$ cat src/rtl/nvdla_package.sv
// Shared types and widths for the NVDLA CSB master and its helpers.
package nvdla_package;
   localparam int CSB_ADDR_W = 16;
   localparam int CSB_DATA_W = 32;
   localparam int WAIT_CNT_W = 16;

   typedef enum logic [2:0] {
      CSB_IDLE,
      CSB_REQ,
      CSB_WAIT_RSP,
      CSB_WAIT_INTR,
      CSB_DONE
   } csb_state_t;
endpackage

$ cat src/rtl/nvdla_csb_master_if.sv
// csb2nvdla request channel and nvdla2csb response channel.
interface nvdla_csb_master_if
   import nvdla_package::*;
   ();
   logic                  csb2nvdla_valid;
   logic                  csb2nvdla_ready;
   logic [CSB_ADDR_W-1:0] csb2nvdla_addr;
   logic [CSB_DATA_W-1:0] csb2nvdla_wdat;
   logic                  csb2nvdla_write;
   logic                  csb2nvdla_nposted;
   logic                  nvdla2csb_valid;
   logic [CSB_DATA_W-1:0] nvdla2csb_data;
   logic                  nvdla2csb_wr_complete;

   modport master (
      output csb2nvdla_valid, csb2nvdla_addr, csb2nvdla_wdat, csb2nvdla_write, csb2nvdla_nposted,
      input  csb2nvdla_ready, nvdla2csb_valid, nvdla2csb_data, nvdla2csb_wr_complete
   );

   modport slave (
      input  csb2nvdla_valid, csb2nvdla_addr, csb2nvdla_wdat, csb2nvdla_write, csb2nvdla_nposted,
      output csb2nvdla_ready, nvdla2csb_valid, nvdla2csb_data, nvdla2csb_wr_complete
   );
endinterface

$ cat src/rtl/nvdla_wait_counter.sv
// Wait-state cycle counter; limit_o flags the last allowed cycle of a wait.
module nvdla_wait_counter
   import nvdla_package::*;
#(
   parameter int unsigned LIMIT = 65535
) (
   input  logic clk_i,
   input  logic rst_i,
   input  logic clr_i,
   input  logic en_i,
   output logic limit_o
);
   localparam logic [WAIT_CNT_W-1:0] LIMIT_M1 = WAIT_CNT_W'(LIMIT - 1);

   logic [WAIT_CNT_W-1:0] cnt_q;

   always_ff @(posedge clk_i) begin
      if (rst_i || clr_i) begin
         cnt_q <= '0;
      end else if (en_i) begin
         cnt_q <= cnt_q + WAIT_CNT_W'(1);
      end
   end

   assign limit_o = en_i && (cnt_q == LIMIT_M1);
endmodule

$ cat src/rtl/nvdla_csb_master.sv
// Single-outstanding CSB register-access engine with optional interrupt wait.
// state     | meaning
// IDLE      | ready for a request from the control FSM
// REQ       | csb2nvdla request driven, waiting for ready
// WAIT_RSP  | waiting for read data or non-posted write completion
// WAIT_INTR | waiting for nvdla_intr_i
// DONE      | one-cycle response pulse
module nvdla_csb_master
   import nvdla_package::*;
#(
   parameter int unsigned TIMEOUT_CYCLES = 65535,
   parameter bit          NPOSTED_WRITES = 1'b1
) (
   input  logic                  clk_i,
   input  logic                  rst_i,
   input  logic                  clear_i,
   input  logic                  req_valid_i,
   output logic                  req_ready_o,
   input  logic [CSB_ADDR_W-1:0] req_addr_i,
   input  logic [CSB_DATA_W-1:0] req_wdat_i,
   input  logic                  req_write_i,
   input  logic                  req_wait_intr_i,
   output logic                  rsp_valid_o,
   output logic [CSB_DATA_W-1:0] rsp_rdata_o,
   output logic                  rsp_error_o,
   output logic                  busy_o,
   nvdla_csb_master_if.master    csb,
   input  logic                  nvdla_intr_i
);
   csb_state_t            state_q, state_d;
   logic                  csb_valid_q;
   logic [CSB_ADDR_W-1:0] addr_q;
   logic [CSB_DATA_W-1:0] wdat_q;
   logic                  write_q;
   logic                  nposted_q;
   logic                  wait_intr_q;
   logic                  rsp_valid_q;
   logic [CSB_DATA_W-1:0] rdata_q;
   logic                  error_q;
   logic                  srst;
   logic                  in_wait;
   logic                  limit;
   logic                  rsp_evt;
   logic                  cap_rdata;
   logic                  timeout;

   assign srst    = rst_i || clear_i;
   assign in_wait = (state_q == CSB_WAIT_RSP) || (state_q == CSB_WAIT_INTR);
   // Mismatched response kinds are ignored: reads only see valid, writes only completion.
   assign rsp_evt = write_q ? csb.nvdla2csb_wr_complete : csb.nvdla2csb_valid;

   nvdla_wait_counter #(
      .LIMIT (TIMEOUT_CYCLES)
   ) u_wait_counter (
      .clk_i   (clk_i),
      .rst_i   (srst),
      .clr_i   (state_d != state_q),
      .en_i    (in_wait),
      .limit_o (limit)
   );

   always_comb begin
      state_d   = state_q;
      cap_rdata = 1'b0;
      timeout   = 1'b0;
      unique case (state_q)
         CSB_IDLE: begin
            if (req_valid_i) state_d = CSB_REQ;
         end
         CSB_REQ: begin
            if (csb.csb2nvdla_ready) begin
               if (write_q && !NPOSTED_WRITES) state_d = wait_intr_q ? CSB_WAIT_INTR : CSB_DONE;
               else                            state_d = CSB_WAIT_RSP;
            end
         end
         CSB_WAIT_RSP: begin
            if (rsp_evt) begin
               cap_rdata = !write_q;
               state_d   = wait_intr_q ? CSB_WAIT_INTR : CSB_DONE;
            end else if (limit) begin
               timeout = 1'b1;
               state_d = CSB_DONE;
            end
         end
         CSB_WAIT_INTR: begin
            if (nvdla_intr_i) begin
               state_d = CSB_DONE;
            end else if (limit) begin
               timeout = 1'b1;
               state_d = CSB_DONE;
            end
         end
         CSB_DONE: state_d = CSB_IDLE;
         default:  state_d = CSB_IDLE;
      endcase
   end

   always_ff @(posedge clk_i) begin
      if (srst) begin
         state_q     <= CSB_IDLE;
         csb_valid_q <= 1'b0;
         addr_q      <= '0;
         wdat_q      <= '0;
         write_q     <= 1'b0;
         nposted_q   <= 1'b0;
         wait_intr_q <= 1'b0;
         rsp_valid_q <= 1'b0;
         rdata_q     <= '0;
         error_q     <= 1'b0;
      end else begin
         state_q     <= state_d;
         csb_valid_q <= (state_d == CSB_REQ);
         rsp_valid_q <= (state_d == CSB_DONE);
         if ((state_q == CSB_IDLE) && req_valid_i) begin
            addr_q      <= req_addr_i;
            wdat_q      <= req_wdat_i;
            write_q     <= req_write_i;
            nposted_q   <= req_write_i && NPOSTED_WRITES;
            wait_intr_q <= req_wait_intr_i;
            rdata_q     <= '0;
            error_q     <= 1'b0;
         end
         if (cap_rdata) rdata_q <= csb.nvdla2csb_data;
         if (timeout)   error_q <= 1'b1;
      end
   end

   assign req_ready_o           = (state_q == CSB_IDLE);
   assign busy_o                = (state_q != CSB_IDLE);
   assign rsp_valid_o           = rsp_valid_q;
   assign rsp_rdata_o           = rdata_q;
   assign rsp_error_o           = error_q;
   assign csb.csb2nvdla_valid   = csb_valid_q;
   assign csb.csb2nvdla_addr    = addr_q;
   assign csb.csb2nvdla_wdat    = wdat_q;
   assign csb.csb2nvdla_write   = write_q;
   assign csb.csb2nvdla_nposted = nposted_q;
endmodule

$ cat src/flat_wrapper.sv
// flat-port wrapper written by rule: the top's interface ports become plain ports
module nvdla_csb_master_flat import nvdla_package::*;
#(
   parameter int unsigned TIMEOUT_CYCLES = 65535,
   parameter bit          NPOSTED_WRITES = 1'b1
)
  (clk_i, rst_i, clear_i, req_valid_i, req_ready_o, req_addr_i, req_wdat_i, req_write_i, req_wait_intr_i, rsp_valid_o, rsp_rdata_o, rsp_error_o, busy_o, nvdla_intr_i, csb_csb2nvdla_valid, csb_csb2nvdla_addr, csb_csb2nvdla_wdat, csb_csb2nvdla_write, csb_csb2nvdla_nposted, csb_csb2nvdla_ready, csb_nvdla2csb_valid, csb_nvdla2csb_data, csb_nvdla2csb_wr_complete);
  nvdla_csb_master_if csb_i ();
  input  logic clk_i;
  input  logic rst_i;
  input  logic clear_i;
  input  logic req_valid_i;
  output logic req_ready_o;
  input  logic [CSB_ADDR_W-1:0] req_addr_i;
  input  logic [CSB_DATA_W-1:0] req_wdat_i;
  input  logic req_write_i;
  input  logic req_wait_intr_i;
  output logic rsp_valid_o;
  output logic [CSB_DATA_W-1:0] rsp_rdata_o;
  output logic rsp_error_o;
  output logic busy_o;
  input  logic nvdla_intr_i;
  output wire logic [$bits(csb_i.csb2nvdla_valid)-1:0] csb_csb2nvdla_valid;
  output wire logic [$bits(csb_i.csb2nvdla_addr)-1:0] csb_csb2nvdla_addr;
  output wire logic [$bits(csb_i.csb2nvdla_wdat)-1:0] csb_csb2nvdla_wdat;
  output wire logic [$bits(csb_i.csb2nvdla_write)-1:0] csb_csb2nvdla_write;
  output wire logic [$bits(csb_i.csb2nvdla_nposted)-1:0] csb_csb2nvdla_nposted;
  input wire logic [$bits(csb_i.csb2nvdla_ready)-1:0] csb_csb2nvdla_ready;
  input wire logic [$bits(csb_i.nvdla2csb_valid)-1:0] csb_nvdla2csb_valid;
  input wire logic [$bits(csb_i.nvdla2csb_data)-1:0] csb_nvdla2csb_data;
  input wire logic [$bits(csb_i.nvdla2csb_wr_complete)-1:0] csb_nvdla2csb_wr_complete;
  assign csb_csb2nvdla_valid = csb_i.csb2nvdla_valid;
  assign csb_csb2nvdla_addr = csb_i.csb2nvdla_addr;
  assign csb_csb2nvdla_wdat = csb_i.csb2nvdla_wdat;
  assign csb_csb2nvdla_write = csb_i.csb2nvdla_write;
  assign csb_csb2nvdla_nposted = csb_i.csb2nvdla_nposted;
  assign csb_i.csb2nvdla_ready = csb_csb2nvdla_ready;
  assign csb_i.nvdla2csb_valid = csb_nvdla2csb_valid;
  assign csb_i.nvdla2csb_data = csb_nvdla2csb_data;
  assign csb_i.nvdla2csb_wr_complete = csb_nvdla2csb_wr_complete;
  nvdla_csb_master #(.TIMEOUT_CYCLES(TIMEOUT_CYCLES), .NPOSTED_WRITES(NPOSTED_WRITES)) u_core (.clk_i(clk_i), .rst_i(rst_i), .clear_i(clear_i), .req_valid_i(req_valid_i), .req_ready_o(req_ready_o), .req_addr_i(req_addr_i), .req_wdat_i(req_wdat_i), .req_write_i(req_write_i), .req_wait_intr_i(req_wait_intr_i), .rsp_valid_o(rsp_valid_o), .rsp_rdata_o(rsp_rdata_o), .rsp_error_o(rsp_error_o), .busy_o(busy_o), .csb(csb_i), .nvdla_intr_i(nvdla_intr_i));
endmodule
$ cat config.mk
export PLATFORM = sky130hd
export DESIGN_NAME = nvdla_csb_master_flat
export DESIGN_NICKNAME = d
export VERILOG_FILES = /design/src/rtl/nvdla_package.sv /design/src/rtl/nvdla_csb_master_if.sv /design/src/rtl/nvdla_wait_counter.sv /design/src/rtl/nvdla_csb_master.sv /design/src/flat_wrapper.sv
export SDC_FILE = /design/constraint.sdc
export NUM_CORES = 1
export LEC_CHECK = 0
export CORE_MARGIN = 5
export CORE_UTILIZATION = 44
export CTS_BUF_LIST = sky130_fd_sc_hd__clkbuf_4 sky130_fd_sc_hd__clkbuf_8
export DETAILED_ROUTE_END_ITERATION = 10
export GPL_TIMING_DRIVEN = 0
export PLACE_DENSITY_LB_ADDON = 0.08
export SLEW_MARGIN = 5
export SYNTH_ARGS = -nofsm -noshare
export SYNTH_HDL_FRONTEND = slang
export SYNTH_SLANG_ARGS = --single-unit
$ cat constraint.sdc
create_clock -name clk_i -period 2.2 [get_ports clk_i]
set_input_delay 0.33 -clock clk_i [delete_from_list [all_inputs] [get_ports clk_i]]
set_output_delay 0.33 -clock clk_i [all_outputs]
set_load 0.01 [all_outputs]
After elaboration in Yosys (flattened, before gate mapping)
Index checks and enable logic that the tools add are counted.
{ "op_classes": {"addsub": 1, "n_eq_ne": 7, "n_mux": 18, "reduce_logical": 10} }
{ "ops": {"columns": ["operator", "count"], "rows": [
  ["$mux 32", 2],
  ["$mux 3", 6],
  ["$add 16x1->16 const B", 1],
  ["$eq 16x16->1 const B", 1],
  ["$pmux 3 s4", 1],
  ["$mux 1", 8],
  ["$eq 3x1->1 const B", 2],
  ["$eq 3x2->1 const B", 2],
  ["$reduce_bool 2->1", 2],
  ["$eq 3x3->1 const B", 1],
  ["$logic_not 3->1", 1],
  ["$logic_or 1x1->1", 3],
  ["$ne 3x3->1", 1],
  ["$reduce_bool 3->1", 1],
  ["$logic_and 1x1->1", 2],
  ["$pmux 1 s2", 1],
  ["$logic_not 1->1", 1]
]} }
{ "word_totals": {"reg_bits": 104, "output_inout_bits": 87, "elab_cells": 46} }

Longest topological paths before layout
Gate-level depths: netlist (run 1).
{ "logic_depth": {"word_depth": 8, "depth_mapped": 7, "mapped_depth_nobuf": 6} }

Cells and area by module
From an unflattened synthesis (run 1), not the netlist that was laid out.
{ "hier_totals": {"cells_unflattened": 500, "area_unflattened_um2": 4244.1} }
{ "modules_own_cells": {"columns": ["mod", "n_inst", "cells_per_inst", "area_per_inst_um2", "seq_area_each_um2"], "rows": [
  ["nvdla_csb_master", 1, 407, 3428.3, 1761.7],
  ["nvdla_wait_counter", 1, 93, 815.8, 320.3]
]} }

Worst setup path after synthesis (run 1)
Ideal clock, no wire load.
{ "synth_timing": {"path_type": "reg-to-reg", "startpoint": "register u_core.state_q[2]", "endpoint": "register u_core.rdata_q[10] (netlist: u_core.rsp_rdata_o[10])", "setup_ns": 0.128, "arrival_time_ns": 1.587, "required_ns": 2.072, "setup_slack_ns": 0.485, "stages_incl_launch_ff": 8, "n_path_buf": 2, "synth_period_minus_slack_ns": 1.715, "path_cell_list": "dfxtp_1 -> nor3_1 -> and2_1 -> clkbuf_1 -> nor2_1 -> buf_2 -> a22oi_1 -> nor2_1"} }
{ "synth_between": {"elab_chain_cells": 3, "elab_cells_between_ends": 6, "cone_classes": "1 x eq/ne; 2 x mux; 3 x reduce/logical"} }
{ "synth_rtl": {"columns": ["item", "line", "text"], "rows": [
  ["from (decl)", "nvdla_csb_master.sv:30", "csb_state_t state_q, state_d;"],
  ["from (signal assigned)", "nvdla_csb_master.sv:111", "state_q <= state_d;"],
  ["$logic_not 3->1", null, null],
  ["net req_ready_o", "flat_wrapper.sv:13", "output logic req_ready_o;"],
  ["$logic_and 1x1->1", "nvdla_csb_master.sv:114", "if ((state_q == CSB_IDLE) && req_valid_i) begin"],
  ["$reduce_bool 2->1 (no source line)", null, null],
  ["to (signal assigned)", "nvdla_csb_master.sv:123", "if (cap_rdata) rdata_q <= csb.nvdla2csb_data;"],
  ["to (decl)", "nvdla_csb_master.sv:38", "logic [CSB_DATA_W-1:0] rdata_q;"]
]} }
The timed path passes the listed nets, and every way through them passes these cells.
A chain may end at the register's enable or synchronous reset.

Final worst setup path (run 1)
{ "layout_timing": {"startpoint": "register u_core.state_q[2]", "endpoint": "output req_ready_o"} }
{ "layout_between": {"elab_chain_cells": 1} }
{ "layout_rtl": {"columns": ["item", "line", "text"], "rows": [
  ["$logic_not 3->1", "nvdla_csb_master.sv:128", "assign req_ready_o = (state_q == CSB_IDLE);"],
  ["to (decl)", "flat_wrapper.sv:13", null]
]} }
Every way passes these cells.

==> results of run 1 <==
==> critical path, stage by stage, from the launching register on <==
cell             delay (ns)
dfxtp_1                0.41
nor3_2                 0.31
clkdlybuf4s50_1        0.59
==> report_power, final <==
part / switching, µW / internal [µW] / leakage [µW]
Combinational: 204 / 257 / 0.00134
Sequential: 18.9 / 1910 / 0.000842
Clock: 706 / 436 / 0.0000940
Total: 929 / 2610 / 0.00227
==> metal layers <==
layer	part of all wire, %	global-route usage, %	wire [µm]	vias to the layer above
met2	50	36.29	6119	140
met5	0	0	0	-
met4	1.6	6.210	194	0
met3	9.0	8.925	1095	15
li1	-	-	-	1986
met1	39	24.75	4771	1889
==> timing repair <==
action                     in CTS  in global routing
setup endpoints to repair       0                 32
hold buffers                    0                  0
resized for setup               0                  2
==> area by class of cell <==
| type | instances | area [µm²] |
|---|---|---|
| multi-input cells | 336 | 1844 |
| repair buffers | 176 | 1762 |
| clock buffers | 9 | 123.9 |
| clock inverters | 7 | 61.31 |
| flip-flops and latches | 104 | 2082 |
| fillers | 764 | 2955 |
| well taps | 111 | 138.9 |
| inverters | 5 | 18.77 |
| plain buffers | 33 | 166.4 |
==> cells in the mapped netlist (all sizes together), types with 3 or more instances <==
cell	instances	share of area [%]
nand2	123	11
nand2b	6	0.92
nand3	6	0.73
nor3	7	1.1
dfxtp	104	51
o21ai	3	0.37
xnor2	8	1.7
a21oi	50	6.1
nand4	7	2.0
xor2	6	1.3
clkbuf	16	1.5
nor3b	4	0.98
a22oi	33	6.4
a31oi	3	0.46
buf	17	2.6
inv	5	0.46
nor2	49	4.5
nor4	4	0.61
==> worst max path at each step <==
stage                                   start                     end  slack [ns]  cells after the start
after floorplan             u_core.state_q[2]  u_core.rsp_rdata_o[10]        0.49                      7
after global placement    csb_nvdla2csb_valid  u_core.rsp_rdata_o[29]       -0.07                      6
after detailed placement  csb_nvdla2csb_valid  u_core.rsp_rdata_o[11]       -0.09                      6
after CTS                   u_core.state_q[2]             req_ready_o        0.08                      2
after global routing        u_core.state_q[2]  u_core.rsp_rdata_o[11]        0.09                      6
final                       u_core.state_q[2]             req_ready_o        0.20                      2
==> cells in the final DEF, fill, tap and decap left out, types with 3 or more instances in the layout <==
cell type,n
nor2_1,49
buf_6,3
a31oi_1,3
inv_1,5
a22oi_1,32
o21ai_0,3
nand2_1,123
dfxtp_1,104
a21oi_1,50
clkbuf_1,16
nor3_1,5
xnor2_1,8
xor2_1,6
nand2b_1,6
buf_2,13
nand4_1,4
nor4_1,4
clkbuf_8,9
clkdlybuf4s50_1,176
nand3_1,6
==> cell families after synthesis <==
| family | count (synthesis) | share of synthesized area (%) |
|---|---|---|
| buffers and inverters | 38 | 4.519 |
| AO/OA/AOI/OAI | 97 | 15.08 |
| multiplexers | 3 | 0.7634 |
| XOR/XNOR | 14 | 2.992 |
| AND/OR/NAND/NOR | 220 | 25.22 |
| adder cells (fa/ha/maj) | 2 | 0.6106 |
| flip-flops | 104 | 50.81 |
==> registers in the layout, indices dropped and copies added, names as in the netlist, 3 cells and up <==
signal	cells
u_core.csb.csb2nvdla_addr	16
u_core.csb.csb2nvdla_wdat	32
u_core.rsp_rdata_o	32
u_core.state_q	3
u_core.u_wait_counter.cnt_q	16
==> per-stage QoR <==
step                      setup slack [ns]  setup TNS, ns  hold WS, ns  utilization (%)
after CTS                          0.07648              0       0.4625            67.56
after global placement            -0.07190         -2.269       0.4414            65.54
final                               0.2006              0       0.4595            67.71
after floorplan                     0.4852              0       0.4660                -
after detailed placement          -0.09217         -2.557       0.4479            65.54
after global routing               0.08891              0       0.4782            67.71
==> results.ini, run 1 <==
[floorplanning]
ios=177
die_height_um=106.5
die_area_mm2=0.01134
rows=35
die_w_um=106.5
core_mm2=0.009153
initial_core_util_pct=44.77

[worst_setup_path]
crit_arrival_ns=1.67
crit_type=reg2out
crit_path_start_kind=register
r2r-end=u_core.u_wait_counter.cnt_q[14]
worstRegToRegCells=7
cp_max_fo=8
crit_path_end_kind=output port
r2r-start=u_core.state_q[1]
reg2reg_slack_ns=0.26
cp_data_required_time_ns=1.87

[global_routing]
track_usage_pct=21.41
antenna_found_initial=0
gr-total-overflow=0
grt_pass1_wl_mm=19.52
grt_pass1_vias=3994
grt_max_degree=20

[timing]
tightest_slew_ns=0.5159
fin_crit_ns=1.999
drv_slew=0
rsz0062_at_grt=no
setup_viol=0
slew-limit-headroom_pct=65.60
fin_skew_ns=0.01680
hold_viol=0
finalCritPeriodShare_pct=90.88
max_freq_mhz=500.1

[clock_network]
clockBufferDepth=2
numCtsBuffers=9
htreeDepth=3
cts-root-buf=clkbuf_8
cts_tree=yes
clock_latency_ns=0.37
clk_pin_slew_ns=0.10
cts.sinks=104
postCtsSetupBuffers=0

[pwr]
p_leak_uw=0.002273
cellPowerDensity_mw_per_mm2=570.6
vdd_drop_max_v=0.0003498
p_total_uw=3536

[logic_synthesis]
synth_nets=570
synth.avg_cell_area_um2=8.573
synth_seq_area_share_pct=50.81
postSynthCellCount=478
synth_edf_count=0
ys_ff_latch=104
synth_area_mm2=0.004098
async_flop_share_pct=0
synth_cell_type_count=46
yosys_warnings=0
synth_flop_cell=dfxtp_1

[finish]
finalInstanceArea_mm2=0.006197
fin_cells=781
layout-drive-gt1-share_pct=7.015
final_nets=757
area_growth_syn_to_layout_pct=51.24
n_antenna_cell=0

[placed_design]
hpwl_mm=9.207
dpl_cell_area_mm2=0.005998
dp.cells=765
place.gp.congestion=0.8030
numPortBuffers=176

[run_status]
status=completed

[drt]
drt_wl_total_mm=12.18
drtIter0Drc=126
vias_per_cell=5.160
drt_pass1_iterations=4
wire_per_inst_um=15.60
remaining_drc_errors=0
ant_nets=0
vias=4030

[worst_hold_path]
hold_class=reg2reg
whs_path_depth=2
whs_endpoint=u_core.csb.csb2nvdla_wdat[24]
holdCritStartpoint=u_core.csb.csb2nvdla_wdat[24]

[job]
drv_cap=0

Note: power is estimated with default switching activity, not from simulation.
==> run 2: changes to the inputs <==
--- a/config.mk
+++ b/config.mk
@@ -8,6 +8,7 @@
 export CORE_MARGIN = 5
 export CORE_UTILIZATION = 44
 export CTS_BUF_LIST = sky130_fd_sc_hd__clkbuf_4 sky130_fd_sc_hd__clkbuf_8
+export CTS_CLUSTER_DIAMETER = 30
 export DETAILED_ROUTE_END_ITERATION = 10
 export GPL_TIMING_DRIVEN = 0
 export PLACE_DENSITY_LB_ADDON = 0.08
==> results of run 2 <==
The final DEF is identical to that of run 1; final timing and power are the same.
